[src/rtl/demux_frame_ctrl.sv]
// Per-frame sequencer for the forward/trash frame demux: holds one decision per frame and re-times data by one stage.
// Optional statistics counters are built only when DEMUX_FRAME_CTRL_STATS_EN is defined.
module demux_frame_ctrl #(
  parameter int W       = 9,
  parameter int TIMEOUT = 64,
  parameter int CW      = 16
) (
  input  logic          clk,
  input  logic          rst,
  input  logic          din_valid,
  input  logic [W-1:0]  din,
  output logic          din_ready,
  input  logic          dec_valid,
  input  logic          dec_fwd,
  output logic          dec_ready,
  output logic [W-1:0]  dout,
  output logic          dout_valid,
  output logic          sel,
  output logic [CW-1:0] fwd_cnt,
  output logic [CW-1:0] drop_cnt,
  output logic [CW-1:0] timeout_cnt
);

  typedef enum logic [1:0] {IDLE, FWD, DROP} state_t;

  localparam logic [15:0] STALL_LAST = 16'(TIMEOUT - 1);

  state_t         state_q;
  logic [15:0]    stall_q;
  logic [W-1:0]   dout_q;
  logic           dout_valid_q;

  logic           din_ready_d;
  logic           dec_ready_d;
  logic           fwd_d;
  logic           accept;
  logic           eof;
  logic           tmo_hit;

  assign eof     = din[W-1];
  assign tmo_hit = (stall_q == STALL_LAST);

  // A decision always wins over the timeout when both are available in IDLE.
  always_comb begin
    din_ready_d = 1'b0;
    dec_ready_d = 1'b0;
    fwd_d       = 1'b0;
    if (!rst) begin
      case (state_q)
        IDLE: begin
          din_ready_d = din_valid && (dec_valid || tmo_hit);
          dec_ready_d = din_valid && dec_valid;
          fwd_d       = dec_valid && dec_fwd;
        end
        FWD: begin
          din_ready_d = 1'b1;
          fwd_d       = 1'b1;
        end
        DROP:    din_ready_d = 1'b1;
        default: din_ready_d = 1'b0;
      endcase
    end
  end

  assign accept     = din_valid && din_ready_d;
  assign din_ready  = din_ready_d;
  assign dec_ready  = dec_ready_d;
  assign sel        = accept && fwd_d;
  assign dout       = dout_q;
  assign dout_valid = dout_valid_q;

  always_ff @(posedge clk) begin
    if (rst) begin
      state_q      <= IDLE;
      stall_q      <= '0;
      dout_q       <= '0;
      dout_valid_q <= 1'b0;
    end else begin
      dout_valid_q <= accept;
      dout_q       <= accept ? din : '0;
      case (state_q)
        IDLE: begin
          if (accept) begin
            stall_q <= '0;
            if (!eof) state_q <= fwd_d ? FWD : DROP;
          end else if (din_valid) begin
            stall_q <= stall_q + 16'd1;
          end else begin
            stall_q <= '0;
          end
        end
        FWD, DROP: begin
          if (accept && eof) state_q <= IDLE;
        end
        default: state_q <= IDLE;
      endcase
    end
  end

`ifdef DEMUX_FRAME_CTRL_STATS_EN
  logic           tmo_q;
  logic           end_tmo;
  logic [CW-1:0]  fwd_q;
  logic [CW-1:0]  drop_q;
  logic [CW-1:0]  tmo_cnt_q;

  function automatic logic [CW-1:0] sat_inc(input logic [CW-1:0] v);
    return (&v) ? v : v + CW'(1);
  endfunction

  // A timed-out frame is only counted at its EOF, so remember how it was opened.
  assign end_tmo = (state_q == IDLE) ? !dec_valid : tmo_q;

  always_ff @(posedge clk) begin
    if (rst) begin
      tmo_q     <= 1'b0;
      fwd_q     <= '0;
      drop_q    <= '0;
      tmo_cnt_q <= '0;
    end else begin
      if (accept && state_q == IDLE) tmo_q <= !dec_valid;
      if (accept && eof) begin
        if (fwd_d) begin
          fwd_q <= sat_inc(fwd_q);
        end else begin
          drop_q <= sat_inc(drop_q);
          if (end_tmo) tmo_cnt_q <= sat_inc(tmo_cnt_q);
        end
      end
    end
  end

  assign fwd_cnt     = fwd_q;
  assign drop_cnt    = drop_q;
  assign timeout_cnt = tmo_cnt_q;
`else
  assign fwd_cnt     = '0;
  assign drop_cnt    = '0;
  assign timeout_cnt = '0;
`endif

endmodule

[config.mk]
export PLATFORM = sky130hd
export DESIGN_NAME = demux_frame_ctrl
export DESIGN_NICKNAME = d
export VERILOG_FILES = /design/src/rtl/demux_frame_ctrl.sv
export SDC_FILE = /design/constraint.sdc
export NUM_CORES = 1
export LEC_CHECK = 0
export ABC_CLOCK_PERIOD_IN_PS = 2600
export BUFFER_PORTS_ARGS = -buffer_cell sky130_fd_sc_hd__buf_4
export CORE_MARGIN = 2
export CORE_UTILIZATION = 35
export DETAILED_ROUTE_END_ITERATION = 8
export HOLD_SLACK_MARGIN = 0.1
export SETUP_SLACK_MARGIN = 0.2
export SLEW_MARGIN = 30
export SYNTH_ARGS = -nofsm -noshare
export SYNTH_HDL_FRONTEND = slang
export SYNTH_SLANG_ARGS = --single-unit
[constraint.sdc]
create_clock -name clk -period 2.6 [get_ports clk]
set_input_delay 0.26 -clock clk [delete_from_list [all_inputs] [get_ports clk]]
set_output_delay 0.26 -clock clk [all_outputs]
set_load 0.005 [all_outputs]
# --- Word-level counts from Yosys, hierarchy flattened ---
# Cells that the tools add are included.
op_classes:
  n_eq_ne: 6
  n_reduce_logical: 11
  n_addsub: 1
  n_mux: 13
  n_bitwise: 1
op_table:
  columns: ["cell", "count"]
  rows:
  - ["$mux 16", 2]
  - ["$add 16x1->16 const B", 1]
  - ["$eq 16x6->1 const B", 1]
  - ["$mux 2", 4]
  - ["$logic_and 1x1->1", 6]
  - ["$mux 1", 4]
  - ["$ne 2x2->1 const B", 2]
  - ["$pmux 1 s2", 2]
  - ["$pmux 2 s2", 1]
  - ["$reduce_or 2->1", 2]
  - ["$reduce_and 3->1", 1]
  - ["$eq 2x1->1 const B", 1]
  - ["$eq 2x2->1 const B", 1]
  - ["$logic_not 2->1", 1]
  - ["$ne 2x1->1 const B", 1]
  - ["$logic_or 1x1->1", 1]
  - ["$not 1->1", 1]
word_totals:
  elab_cells: 36
  in_bits: 14
  reg_bits: 28
  output_inout_bits: 61

# --- Longest topological paths before layout ---
# Gate-level depths: netlist of the first run.
logic_depth:
  depth_word: 9
  depth_mapped: 8
  ltp_nobuf: 6

# --- Worst setup path before layout of the first run ---
# Ideal clock, no wire load.
synth_path:
  kind: "register to output"
  startpoint: "register state_q[0]"
  endpoint: "output sel"
  path_buffers: 2
  arrival_time_ns: 1.842
  required_time_ns: 2.340
  slack_ns: 0.498
  stages_incl_launch_ff: 9
  cell_sequence: "dfxtp_1 inv_1 ha_1 nand2_2 or4b_1 buf_2 o21a_4 buf_6 nor3_2"
synth_via:
  elab_chain_cells: 6
  word_cells_on_any_way: 10
  classes_between: "eq/ne (2); mux (4); reduce/logical (4)"
synth_lines:
  columns: ["element", "line_no", "rtl"]
  rows:
  - ["from (decl)", "28", "state_t state_q;"]
  - ["from (signal assigned)", "85", "if (!eof) state_q <= fwd_d ? FWD : DROP;"]
  - ["$eq 2x1->1 / $eq 2x2->1 (equally long branches)", "49", "case (state_q)"]
  - ["$reduce_or 2->1 (no line)", null, null]
  - ["$pmux 1 s2", "49", null]
  - ["$mux 1", "48", "if (!rst) begin"]
  - ["$logic_and 1x1->1", "65", "assign accept = din_valid && din_ready_d;"]
  - ["$logic_and 1x1->1 (*)", "68", "assign sel = accept && fwd_d;"]
  - ["to (decl)", "18", "output logic sel,"]
# Every way passes the cells marked *; elsewhere a longest branch is shown, timed or not.

# --- Worst setup path in the final report of the first run ---
layout_path:
  startpoint: "register stall_q[0]"
  endpoint: "output sel"
layout_via:
  elab_chain_cells: 7
layout_lines:
  columns: ["element", "line_no", "rtl"]
  rows:
  - ["from (decl)", "29", "logic [15:0] stall_q;"]
  - ["from (signal assigned)", "87", "stall_q <= stall_q + 16'd1;"]
  - ["$eq 16x6->1", "41", "assign tmo_hit = (stall_q == STALL_LAST);"]
  - ["$logic_or 1x1->1", "51", "din_ready_d = din_valid && (dec_valid || tmo_hit);"]
  - ["$logic_and 1x1->1", "51", null]
  - ["$pmux 1 s2", "49", null]
  - ["$mux 1", "48", null]
  - ["$logic_and 1x1->1", "65", null]
  - ["$logic_and 1x1->1", "68", null]
# Every way passes these cells.

==> metrics.txt, run 1 <==
CP Capture Type primary output; relative slew slack 55.5%; post-layout net count 270; overall routing resource usage 13.1%; WL final 3900 um; Most used DFF post-synth dfxtp_1; Crit Path Class reg2out; Max Fclk 432 MHz; Hold Fails Final Rpt 0; status completed; crit path max fanout 6; VDD IR max 0.000189 V; most frequent cells in the layout conb_1 (48), buf_4 (32), dfxtp_1 (25); I/O pin count 75; vias in the first global route 1,356; total number of vias 1,573; maximum clock path buffer count 2; hold slack 0.214 ns; Setup WS pre-CTS 0.450 ns; core area 0.00541 sq mm; fillers 586; Syn Std Cell Area 0.00193 sq mm; final design utilization 38.8%; Worst-Margin Slew 0.662 ns; Die ar. 0.00614 sq mm; setup ws final 0.284 ns; Worst Path Required 2.34 ns; Distinct cells, synth 48; final slew viol count 0; Residual DRC 0; Via density 4.89; Post-synth EDFFs 0; gpl congestion 0.850; CTS buffer count 3; Clock Root Buffer clkbuf_8; Die Height 78.3 um; largest net degree at the start of global routing 31; die width 78.3 um; Synth Instances 228; Critical Path AT 2.06 ns; Inserted Diodes 0; Post-DRT Antenna Nets 0; first-pass GRT wire length 6440 um; area post-placement 0.00202 sq mm; Cell Rows 27; Num Clock Sinks 28; power density over the cells 377 mW/mm^2; Synth Area per Inst 8.48 sq um; Setup crit start kind flip-flop; final cell area excluding filler cells 0.00210 sq mm; Post-CTS Hold Buffers 0; Lkg Pwr 0.823 nW; overall power 0.791 mW; post-DP HPWL 2860 um; Storage cell area 567 sq um; port buffer count 26; Synth Warn # 0; post-route non-filler standard cell count 322; Starting Density 35.8%; sequential area share after synthesis 29.0%; DR iter-0 viols 53; layout cells sized above 1 23.2%; multi-input logic area 0.00113 sq mm; DRT Pass-1 Iters 4; Setup-failing EPs final 0; TritonCTS clock tree built; period utilisation layout 89.1%; max-cap viol count 0; total gr overflow 0; most common cell after layout, fill and taps aside conb_1; Hold WC Path Type in2reg; H-tree Lvls 1; Layout Skew 0.00570 ns; synthesis-to-layout area growth 8.41%; Tmin final 2.32 ns; setup TNS 0 ns; initial antenna violation count 0; Clk pin slew, worst setup/hold paths 0.09 ns; CP Cell Sequence ha_2 -> nand3_2 -> or4b_4 -> o21a_4 -> nor3_2 -> buf_4; worst skew pair latency 0.28 ns; critical path's slowest cell or4b_4; placed insts 318; post-synthesis async set-or-reset flop share 0%; drt wl/cell 12.1 um; CP peak stage delay 0.52 ns; post-synthesis sequential element count 28; RSZ-0062 raised after global routing no
==> worst max-delay path: cells and delay by family (launching register included) <==
kind	cells	cell delay, ns
AO/OA/AOI/OAI	1	0.25
AND/OR/NAND/NOR	3	0.82
flip-flops	1	0.38
buffers and inverters	1	0.13
adder cells (fa/ha/maj)	1	0.21
==> Yosys cell counts, drive strengths merged, types with 2 or more instances <==
| master | instances | area (sq um) |
|---|---|---|
| nor4b | 2 | 17.5 |
| nor3b | 11 | 118 |
| nor3 | 4 | 25.0 |
| nor2 | 11 | 41.3 |
| o21ai | 6 | 33.8 |
| or3 | 2 | 12.5 |
| or4 | 6 | 45.0 |
| o311ai | 3 | 26.3 |
| nand3b | 3 | 22.5 |
| dfxtp | 28 | 561 |
| a31oi | 3 | 18.8 |
| o21a | 3 | 30.0 |
| nor4 | 8 | 50.1 |
| o2111ai | 2 | 17.5 |
| o211ai | 3 | 22.5 |
| a311o | 5 | 50.1 |
| nand4 | 7 | 43.8 |
| and4 | 7 | 61.3 |
| inv | 8 | 30.0 |
| clkbuf | 8 | 30.0 |
| and3 | 3 | 18.8 |
| buf | 52 | 385 |
| nand3 | 8 | 45.0 |
| nand2 | 13 | 51.3 |
| ha | 4 | 50.1 |
| a21oi | 5 | 25.0 |
==> logic make-up after synthesis <==
| kind of cell | count (synthesis) | synth area share (%) |
|---|---|---|
| AOI/OAI and AO/OA | 36 | 14.1 |
| adders and majority gates | 4 | 2.59 |
| buffers and inverters | 68 | 23.0 |
| DFF | 28 | 29.0 |
| muxes | 2 | 1.10 |
| other | 1 | 0.194 |
| and+or+nand+nor | 89 | 30.0 |
==> flip-flops by register name (all words and copies together), names as in the netlist <==
signal / count
dout_valid: 1
dout: 9
stall_q: 16
state_q: 2
==> cell type report <==
type	instances	area share, %
repair buffers	32	11.5
inverters	8	1.43
clock buffers	3	1.97
flip-flops and latches	28	27.0
multi-input cells	179	53.8
well taps	72	4.30
==> path summary, 6_finish.rpt <==
path	cells past startpoint	end	start	slack (ns)
worst max register to register	6	state_q[0]	stall_q[0]	0.55
worst min register to register	1	stall_q[0]	stall_q[0]	0.48
worst max-delay path	6	sel	stall_q[0]	0.28
worst min-delay path	2	dout[6]	din[6]	0.21
==> report_power, final <==
part	internal [mW]	total (mW)	switching (mW)	leakage (nW)
combinational	0.0441	0.115	0.0710	0.573
sequential	0.434	0.437	0.00320	0.228
clock	0.104	0.239	0.135	0.0216
==> routing by layer <==
layer / wire length [um] / share of wire [%] / global-route usage (%)
met5: 0 / 0 / 0
met4: 70 / 1.8 / 5.79
met3: 234 / 6.0 / 2.41
met1: 1780 / 46 / 16.7
met2: 1810 / 46 / 21.6
==> timing repair <==
action | 4_1_cts | 5_1_grt
endpoints found under the setup margin | 2 | 2
buffers inserted | 1 | 0
resized for setup | 3 | 8
endpoints found under the hold margin | 0 | 0
pin swaps | 1 | 0
Note: power is estimated with default switching activity, not from simulation.
==> run 2: changes to the inputs <==
Settings changed: PLACE_DENSITY set to 0.62.
==> run 2 against run 1 <==
Effect of this change:
- final area increased by 1.1%
- clock skew about the same
- utilization grew 0.44 points
- worst setup slack improved by 0.020 ns
- flip-flop and latch count unchanged
- clock power increased by 16%
- highest routed layer unchanged
- largest power group unchanged
- maximum frequency grew 0.87%
- combinational power about the same
- worst hold slack improved by 0.0045 ns
==> metrics.txt, run 2 (same netlist as run 1, synthesis figures left out) <==
status completed (unchanged); relative slew slack 58.7% (was 55.5%); post-DP HPWL 2950 um (was 2860 um); Die Height 78.3 um (unchanged); most flop-heavy register stall_q (unchanged); CTS buffer count 3 (unchanged); initial antenna violation count 0 (unchanged); RSZ-0062 raised after global routing no (unchanged); Post-DRT Antenna Nets 0 (unchanged); layout cells sized above 1 23.0% (was 23.2%); total gr overflow 0 (unchanged); maximum clock path buffer count 2 (unchanged); Post-CTS Hold Buffers 0 (unchanged); core area 0.00541 sq mm (unchanged); Tmin final 2.30 ns (was 2.32 ns); gpl congestion 0.850 (about the same); Cell Rows 27 (unchanged); area post-placement 0.00202 sq mm (unchanged); WL final 4150 um (was 3900 um); most frequent cells in the layout conb_1 (48), buf_4 (33), dfxtp_1 (25) (was conb_1 (48), buf_4 (32), dfxtp_1 (25)); DRT Pass-1 Iters 4 (unchanged); CP Capture Type primary output (unchanged); CP peak stage delay 0.56 ns (was 0.52 ns); I/O pin count 75 (unchanged); drt wl/cell 12.8 um (was 12.1 um); post-layout net count 271 (was 270); max-cap viol count 0 (unchanged); fillers 587 (was 586); Clock Root Buffer clkbuf_8 (unchanged); worst skew pair latency 0.28 ns (about the same); final cell area excluding filler cells 0.00212 sq mm (was 0.00210 sq mm); setup TNS 0 ns (unchanged); period utilisation layout 88.3% (was 89.1%); VDD IR max 0.000231 V (was 0.000189 V); port buffer count 26 (unchanged); Max Fclk 436 MHz (was 432 MHz); Worst Path Required 2.34 ns (about the same); CP Cell Sequence inv_1 -> ha_2 -> nand2_2 -> or4b_4 -> o21a_4 -> nor3_1 -> buf_4 (was ha_2 -> nand3_2 -> or4b_4 -> o21a_4 -> nor3_2 -> buf_4); synthesis-to-layout area growth 9.64% (was 8.41%); Buf/Inv on CP 2 (was 1); Worst-Margin Slew 0.614 ns (was 0.662 ns); Starting Density 35.8% (unchanged); Clk pin slew, worst setup/hold paths 0.10 ns (was 0.09 ns); overall routing resource usage 13.7% (was 13.1%); vias in the first global route 1,419 (was 1,356); die width 78.3 um (unchanged); H-tree Lvls 1 (unchanged); total number of vias 1,614 (was 1,573); DR iter-0 viols 103 (was 53); Die ar. 0.00614 sq mm (unchanged); largest net degree at the start of global routing 31 (unchanged); crit path max fanout 5 (was 6); final slew viol count 0 (unchanged); critical path's slowest cell or4b_4 (unchanged); hold slack 0.218 ns (was 0.214 ns); Lkg Pwr 0.830 nW (was 0.823 nW); TritonCTS clock tree built (unchanged); Largest register FFs 16 (unchanged); Setup crit start kind flip-flop (unchanged); Crit Path Class reg2out (unchanged); Num Clock Sinks 28 (unchanged); first-pass GRT wire length 6760 um (was 6440 um); Hold WC Path Type in2reg (unchanged); Setup-failing EPs final 0 (unchanged); Top delay family on crit path simple AND/OR/NAND/NOR gates (unchanged); most common cell after layout, fill and taps aside conb_1 (unchanged); power density over the cells 392 mW/mm^2 (was 377 mW/mm^2); Inserted Diodes 0 (unchanged); Via density 4.98 (was 4.89); Critical Path AT 2.04 ns (was 2.06 ns); Hold Fails Final Rpt 0 (unchanged); Layout Skew 0.00614 ns (was 0.00570 ns); Residual DRC 0 (unchanged)
==> run 2: timing repair <==
item,4_1_cts,5_1_grt
pin swaps,1,1
gates resized for setup,3,7
cloned,0,0
setup buffers,2,0
endpoints found under the setup margin,2,2
==> run 2: layout make-up <==
type / instances / area, sq um / area share, %
Multi-Input combinational cell: 179 / 1130 / 53.3
Inverter: 8 / 30.0 / 1.42
Timing Repair Buffer: 33 / 248 / 11.7
Clock buffer: 4 / 55.1 / 2.60
Tap cell: 72 / 90.1 / 4.25
Sequential cell: 28 / 567 / 26.7
==> run 2: stage by stage <==
stage	std cells	util, %	worst slack (ns)	power (mW)
5_1_grt	324	39.2	0.204	0.871
2_1_floorplan	275	-	0.498	0.571
3_5_place_dp	318	37.3	0.446	0.558
3_3_place_gp	318	37.3	0.469	0.557
6_report	324	39.2	0.304	0.831
4_1_cts	324	38.7	0.238	0.835
==> run 2: report_power, final <==
| group | switching (mW) | internal, mW | leakage [nW] | total [mW] |
|---|---|---|---|---|
| Combinational | 0.0722 | 0.0452 | 0.573 | 0.117 |
| Clock | 0.141 | 0.136 | 0.0288 | 0.277 |
| Sequential | 0.00382 | 0.434 | 0.228 | 0.437 |
| Total | 0.217 | 0.615 | 0.830 | 0.831 |
==> run 2: worst reg2reg max path, delay by kind of cell, from the launching register on <==
family / cells / cell delay (ns)
AND/OR/NAND/NOR: 2 / 0.64
buffers and inverters: 3 / 0.45
AO/OA/AOI/OAI: 2 / 0.38
flip-flops: 1 / 0.34
adder cells (fa/ha/maj): 1 / 0.18
==> run 2: layer usage <==
metal / vias up / GRT usage [%] / part of all wire, %
met4: 0 / 5.96 / 1.8
met2: 65 / 22.5 / 47
li1: 790 / - / -
met5: - / 0 / 0
met1: 752 / 17.4 / 44
met3: 7 / 2.76 / 6.9
==> run 2: worst paths after layout <==
kind | startpoint | depth (start not counted) | to | slack [ns]
worst max-delay path | state_q[0] | 7 | din_ready | 0.30
worst min-delay path | din[6] | 2 | dout[6] | 0.22
worst max register to register | state_q[0] | 8 | stall_q[2] | 0.51
worst min register to register | stall_q[0] | 1 | stall_q[0] | 0.50
